<file path="src/rtl/cpu_clk_ctrl.sv">
// Programmable CPU clock generator with run/step/halt modes,
// debounced step button, heartbeat LEDs and a monitor nibble display.
module cpu_clk_ctrl #(
    parameter int CNT_WIDTH  = 32,
    parameter int DEB_CYCLES = 50000,
    parameter int NR_DIGIT   = 2,
    parameter int LED_WIDTH  = 8
) (
    input  logic                  clk50M,
    input  logic                  rst,
    input  logic [1:0]            mode,
    input  logic [CNT_WIDTH-1:0]  cpu_speed,
    input  logic                  step_btn,
    input  logic [31:0]           monitor_data,
    input  logic [2:0]            disp_sel,
    output logic                  clk_cpu,
    output logic                  cpu_running,
    output logic [31:0]           cpu_cycles,
    output logic [LED_WIDTH-1:0]  led_hb,
    output logic [4*NR_DIGIT-1:0] disp_data
);

    localparam int DW = $clog2(DEB_CYCLES + 1);
    localparam logic [DW-1:0] DEB_LAST = DW'(DEB_CYCLES - 1);
    localparam logic [DW-1:0] DEB_ONE = DW'(1);
    localparam logic [CNT_WIDTH-1:0] CNT_ONE = CNT_WIDTH'(1);
    localparam logic [1:0] MODE_RUN = 2'b00;
    localparam logic [1:0] MODE_STEP = 2'b01;
    localparam int DISP_W = 4 * NR_DIGIT;

    typedef enum logic [1:0] {
        IDLE = 2'd0,
        HIGH = 2'd1,
        LOW  = 2'd2
    } state_t;

    state_t               state;
    state_t               state_nxt;
    logic [CNT_WIDTH-1:0] cnt;
    logic [CNT_WIDTH-1:0] cnt_nxt;
    logic                 clk_nxt;
    logic                 pend_clr;
    logic                 tick;
    logic                 step_pend;

    logic [1:0]           sync;
    logic [DW-1:0]        deb_cnt;
    logic                 deb_level;
    logic                 deb_rise;

    logic [32+DISP_W-1:0] disp_ext;
    logic [32+DISP_W-1:0] disp_shift;

    // Level flips only after DEB_CYCLES consecutive samples that disagree with it.
    always_ff @(posedge clk50M) begin
        if (rst) begin
            sync      <= '0;
            deb_cnt   <= '0;
            deb_level <= 1'b0;
        end else begin
            sync <= {sync[0], step_btn};
            if (sync[1] == deb_level) begin
                deb_cnt <= '0;
            end else if (deb_cnt == DEB_LAST) begin
                deb_level <= sync[1];
                deb_cnt   <= '0;
            end else begin
                deb_cnt <= deb_cnt + DEB_ONE;
            end
        end
    end

    assign deb_rise = sync[1] && !deb_level && (deb_cnt == DEB_LAST);

    always_comb begin
        state_nxt = state;
        cnt_nxt   = cnt;
        clk_nxt   = clk_cpu;
        pend_clr  = 1'b0;
        tick      = 1'b0;
        unique case (state)
            IDLE: begin
                cnt_nxt = '0;
                clk_nxt = 1'b0;
                if (mode == MODE_RUN || step_pend) begin
                    state_nxt = HIGH;
                    clk_nxt   = 1'b1;
                    pend_clr  = 1'b1;
                    tick      = 1'b1;
                end
            end
            HIGH: begin
                if (cnt >= cpu_speed) begin
                    state_nxt = LOW;
                    clk_nxt   = 1'b0;
                    cnt_nxt   = '0;
                end else begin
                    cnt_nxt = cnt + CNT_ONE;
                end
            end
            LOW: begin
                if (cnt >= cpu_speed) begin
                    cnt_nxt = '0;
                    if (mode == MODE_RUN) begin
                        state_nxt = HIGH;
                        clk_nxt   = 1'b1;
                        tick      = 1'b1;
                    end else begin
                        state_nxt = IDLE;
                        clk_nxt   = 1'b0;
                    end
                end else begin
                    cnt_nxt = cnt + CNT_ONE;
                end
            end
            default: begin
                state_nxt = IDLE;
                cnt_nxt   = '0;
                clk_nxt   = 1'b0;
            end
        endcase
    end

    always_ff @(posedge clk50M) begin
        if (rst) begin
            state     <= IDLE;
            cnt       <= '0;
            clk_cpu   <= 1'b0;
            step_pend <= 1'b0;
        end else begin
            state   <= state_nxt;
            cnt     <= cnt_nxt;
            clk_cpu <= clk_nxt;
            if (pend_clr) begin
                step_pend <= 1'b0;
            end else if (deb_rise && mode == MODE_STEP
                         && !step_pend && state == IDLE) begin
                step_pend <= 1'b1;
            end
        end
    end

    assign cpu_running = (state != IDLE);

    // Zero-extend so digits selected past bit 31 read as 0.
    assign disp_ext   = {{DISP_W{1'b0}}, monitor_data};
    assign disp_shift = disp_ext >> {disp_sel, 2'b00};

    always_ff @(posedge clk50M) begin
        if (rst) begin
            cpu_cycles <= '0;
            led_hb     <= '0;
            disp_data  <= '0;
        end else begin
            if (tick) begin
                cpu_cycles <= cpu_cycles + 32'd1;
                led_hb     <= {led_hb[LED_WIDTH-2:0], ~led_hb[LED_WIDTH-1]};
            end
            disp_data <= disp_shift[DISP_W-1:0];
        end
    end

endmodule

</file>
<file path="config.mk">
export PLATFORM = sky130hd
export DESIGN_NAME = cpu_clk_ctrl
export DESIGN_NICKNAME = d
export VERILOG_FILES = /design/src/rtl/cpu_clk_ctrl.sv
export SDC_FILE = /design/constraint.sdc
export NUM_CORES = 1
export LEC_CHECK = 0
export ABC_AREA = 1
export CORE_MARGIN = 1
export CORE_UTILIZATION = 55
export CTS_CLUSTER_SIZE = 28
export DETAILED_ROUTE_END_ITERATION = 6
export PLACE_DENSITY = 0.84
export SLEW_MARGIN = 20
export SYNTH_ARGS = -nofsm -noshare
export SYNTH_HDL_FRONTEND = slang
export SYNTH_SLANG_ARGS = --single-unit
</file>
<file path="constraint.sdc">
create_clock -name clk50M -period 3.03 [get_ports clk50M]
set_input_delay 0.303 -clock clk50M [delete_from_list [all_inputs] [get_ports clk50M]]
set_output_delay 0.303 -clock clk50M [all_outputs]
set_load 0.02 [all_outputs]
</file>
Word level (Yosys, flattened, before mapping)
Cells that the tools add are included.

cells by class
  $add $sub $neg = 3
  divide/modulo/power cells = 0
  equal/unequal tests = 8
  shift-type cells = 1
  bitwise operators = 3
  reductions and logical operators = 18
  multipliers = 0
  $lt $le $gt $ge = 1
  multiplexer cells = 13

operator list
  cell                     number
  $add A32 B1 Y32 const B  2
  $ge A32 B32 Y1           1
  $shr A32 B5 Y8           1
  $add A16 B1 Y16 const B  1
  $eq A16 B16 Y1 const B   1
  $mux W1                  7
  $mux W2                  3
  $ne A2 B2 Y1 const B     3
  $pmux W2 S3              1
  $reduce_or A3 Y1         2
  $logic_and A1 B1 Y1      5
  $eq A2 B1 Y1 const B     2
  $logic_not A2 Y1         2
  $reduce_and A2 Y1        2
  $reduce_or A2 Y1         2
  $not A1 Y1               3
  $pmux W1 S3              1
  $reduce_and A3 Y1        1
  $eq A2 B2 Y1 const B     1
  $logic_not A1 Y1         2
  $pmux W1 S2              1
  $reduce_bool A2 Y1       1
  $eq A1 B1 Y1             1
  $logic_or A1 B1 Y1       1

word-level totals
  latch bits = 0
  memories = 0
  memory bits (writable) = 0
  bits in registers = 103
  memory bits (read-only) = 0
  output and inout port bits = 50

Logic depth before layout (Yosys ltp)
  word-level depth = 6
  mapped depth = 17

Worst setup path after synthesis
OpenSTA, ideal clock, no wires.

  path type = in2reg
  start point = input port cpu_speed[23]
  end point = register cpu_cycles[23]
  library setup time = 0.070 ns
  cell stages on the path = 11
  arrival = 1.700 ns
  slack = 1.259 ns
  cells stage by stage = inv_1 > ha_1 > a21oi_1 > o21a_1 > nand2_1 > a21oi_1 > nand3_1 > nand2_1 > buf_2 > nand2_1 > a21oi_1

between the ends
  word-level cells in the longest chain between the ends = 3

RTL lines
  what                  line  source
  from (decl)           12    input logic [CNT_WIDTH-1:0] cpu_speed,
  $ge A32 B32 Y1        102   if (cnt >= cpu_speed) begin
  $mux W1               102
  $pmux W1 S2           81    unique case (state)
  to (signal assigned)  156   cpu_cycles <= cpu_cycles + 32'd1;
  to (decl)             18    output logic [31:0] cpu_cycles,

Every way passes these cells.
A chain may end at the register's enable or synchronous reset.

Worst setup path in the final report
  start point = input port cpu_speed[31]
  end point = register led_hb[6]

between the ends
  word-level cells in the longest chain between the ends = 3

RTL lines
  what                  line  source
  $ge A32 B32 Y1        102
  $mux W1               102
  $pmux W1 S2           81
  to (signal assigned)  157   led_hb <= {led_hb[LED_WIDTH-2:0], ~led_hb[LED_WIDTH-1]};
  to (decl)             19    output logic [LED_WIDTH-1:0] led_hb,

Every way passes these cells.

==> impl_metrics.env <==
export IMPL_cts_tree="done"
export IMPL_synth_fa_ha_area_frac=0.0774
export IMPL_synth_simple_area_share=0.331
export IMPL_syn_num_nets=1070
export IMPL_areaGrowthSynthToFinish_pct=25.2
export IMPL_clk_latency_ns=0.35
export IMPL_via_per_inst=5.29
export IMPL_grt_pass1_vias=5768
export IMPL_syn_area_per_cell_um2=6.75
export IMPL_maxCapViolCount=0
export IMPL_worst_pin_slew_ns=0.759
export IMPL_die_x_um=110
export IMPL_wire_per_inst_um=12.7
export IMPL_cts_buffers=9
export IMPL_reg2regPathDepth=11
export IMPL_fp_row_count=39
export IMPL_arrival_ns=2.61
export IMPL_drv_slew=0
export IMPL_hp_class="reg -> reg"
export IMPL_post_dp_hpwl_mm=11.4
export IMPL_crit_required_ns=3.27
export IMPL_routed_via_count=6422
export IMPL_core_um2=11400
export IMPL_cts_setup_buffers=0
export IMPL_die_height_um=110
export IMPL_setup_tns_ns=0
export IMPL_postSynthCellCount=958
export IMPL_grt_use_total=0.252
export IMPL_cts_sinks=103
export IMPL_firstDrtPassIters=5
export IMPL_synth_xor_area_share=0.0663
export IMPL_port_buffer_count=121
export IMPL_cts_buffer_depth=2
export IMPL_hold_violations=0
export IMPL_grt_max_degree=42
export IMPL_fmax_mhz=423
export IMPL_path_clk_slew_ns=0.07
export IMPL_start_util=0.567
export IMPL_status="completed"
export IMPL_die_area_um2=12200
export IMPL_finalSetupViolCount=0
export IMPL_period_share=0.780
export IMPL_gp_routability_congestion=0.959
export IMPL_grt_overflow=0
export IMPL_ys_seq_elements=103
export IMPL_hold_path_end="sync[1]"
export IMPL_drive_gt1_frac=0.0542
export IMPL_endpoint_kind="register"
export IMPL_io_pins=122
export IMPL_synth_mux_area_frac=0
export IMPL_ys_seq_area_frac=0.319
export IMPL_hold_start="sync[0]"
export IMPL_htree_levels=3
export IMPL_cts_root_buffer="clkbuf_16"
export IMPL_finalWirelength_mm=15.4
export IMPL_worstSetupPathType="in -> reg"
export IMPL_cp_max_fo=31
export IMPL_synth_top_family_by_area="simple AND/OR/NAND/NOR gates"
export IMPL_antenna_found_initial=0
export IMPL_reg2reg_slack_ns=0.74
export IMPL_p_leak_nw=3.21
export IMPL_layout_commonest_cell="nand2_1"
export IMPL_nets=1178
export IMPL_holdPathStages=2
export IMPL_post_route_min_period_ns=2.36
export IMPL_rr_startpoint="cnt[29]"
export IMPL_relSlewSlack=0.493
export IMPL_power_density_nw_per_um2=404
export IMPL_layout_common_cells="nand2_1, nor2_1, clkdlybuf4s50_1, inv_1, dfxtp_1"
export IMPL_ys_types=38
export IMPL_grt_setup_unrepaired="no"
export IMPL_worst_setup_path_start_kind="input port"
export IMPL_postCtsHoldBufs=0
export IMPL_cts_resized=0
export IMPL_yosysWarningCount=0
export IMPL_grt_pass1_wl_mm=25.9
export IMPL_p_total_mw=3.27
export IMPL_drtIter0Drc=447
export IMPL_peakVddDrop_uv=313
export IMPL_synth_cell_area_um2=6470
export IMPL_antenna_cells=0
export IMPL_ant_nets=0
export IMPL_synth_compound_area_frac=0.111
export IMPL_fillers=952
export IMPL_fin_skew_ns=0.0104
export IMPL_drc_errors=0
export IMPL_r2r_end="led_hb[6]"
synth_stat cells (all sizes together):
master,instances,share of area
nand2,195,0.12
nor2,134,0.085
inv,129,0.075
dfxtp,103,0.32
a21oi,69,0.053
nand3,60,0.050
nor3,45,0.041
o21ai,42,0.032
ha,40,0.077
xor2,32,0.043
clkbuf,19,0.011
xnor2,17,0.023
buf,12,0.0091
nand3b,12,0.014
nand4,10,0.0097
a31oi,9,0.0087
nor3b,7,0.0081
o211ai,4,0.0046
o22ai,4,0.0039
or2,4,0.0039
a211oi,3,0.0035
nor4,3,0.0039
a21o,2,0.0023
o21a,2,0.0023
and2,1,0.00097
worst max-delay path, cell delays in order:
cell	delay, ns
clkdlybuf4s50_1	0.46
inv_1	0.04
ha_1	0.29
a21oi_1	0.18
o21a_1	0.14
nand2_1	0.05
a21oi_1	0.25
nand3_1	0.15
nand2_1	0.08
buf_4	0.32
inv_2	0.16
nor2_1	0.13
nor2_1	0.05
through the flow:
step | util | worst slack [ns] | hold WS [ns] | instance area, um2 | instances
after floorplan | - | 1.26 | 0.388 | 6470 | 958
after global placement | 0.682 | 0.449 | 0.389 | 7780 | 1198
after detailed placement | 0.682 | 0.370 | 0.392 | 7780 | 1198
after CTS | 0.710 | 0.720 | 0.407 | 8100 | 1213
after global routing | 0.710 | 0.454 | 0.413 | 8100 | 1213
final | 0.710 | 0.666 | 0.405 | 8100 | 1213
power by group:
part	switching [mW]	total, mW	leakage (nW)	internal (mW)
logic	0.353	0.602	2.22	0.249
registers	0.0315	1.42	0.833	1.39
clock network	0.504	1.25	0.155	0.743
kinds of logic (layout without fill, tap and decap cells):
logic type | count (synthesis) | in the layout
buf+inv | 160 | 272
flops | 103 | 103
fa+ha+maj | 40 | 40
xor+xnor | 49 | 49
simple gates | 471 | 471
compound gates | 135 | 135
flip-flops by register name, summed over array words and instances (netlist names):
name,count
state,2
cnt,32
deb_level,1
led_hb,8
disp_data,8
clk_cpu,1
sync,2
cpu_cycles,32
step_pend,1
deb_cnt,16
how the worst max path moves through the flow:
| stage | start | end | depth (start not counted) |
|---|---|---|---|
| floorplan | cpu_speed[23] | cpu_cycles[23] | 11 |
| global placement | cpu_speed[23] | led_hb[4] | 13 |
| detailed placement | cpu_speed[23] | led_hb[6] | 13 |
| CTS | cpu_speed[23] | led_hb[6] | 13 |
| global route | cpu_speed[31] | led_hb[3] | 13 |
| finish | cpu_speed[31] | led_hb[6] | 13 |
layout make-up:
class | instances | area, um2 | area share
sequential | 103 | 2060 | 0.254
timing repair buffer | 128 | 1260 | 0.156
multi-input combinational | 695 | 3790 | 0.468
clock inverter | 5 | 81.3 | 0.0100
tap | 143 | 179 | 0.0221
clock buffer | 10 | 239 | 0.0295
inverter | 129 | 484 | 0.0598
layer usage:
| layer | wire, um | up-vias | GRT usage |
|---|---|---|---|
| met4 | 374 | 0 | 0.0951 |
| met3 | 1170 | 34 | 0.0571 |
| met1 | 6840 | 2835 | 0.326 |
| met5 | 0 | - | 0 |
| li1 | - | 3312 | - |
| met2 | 7000 | 241 | 0.410 |
(Power assumes the default switching activity.)
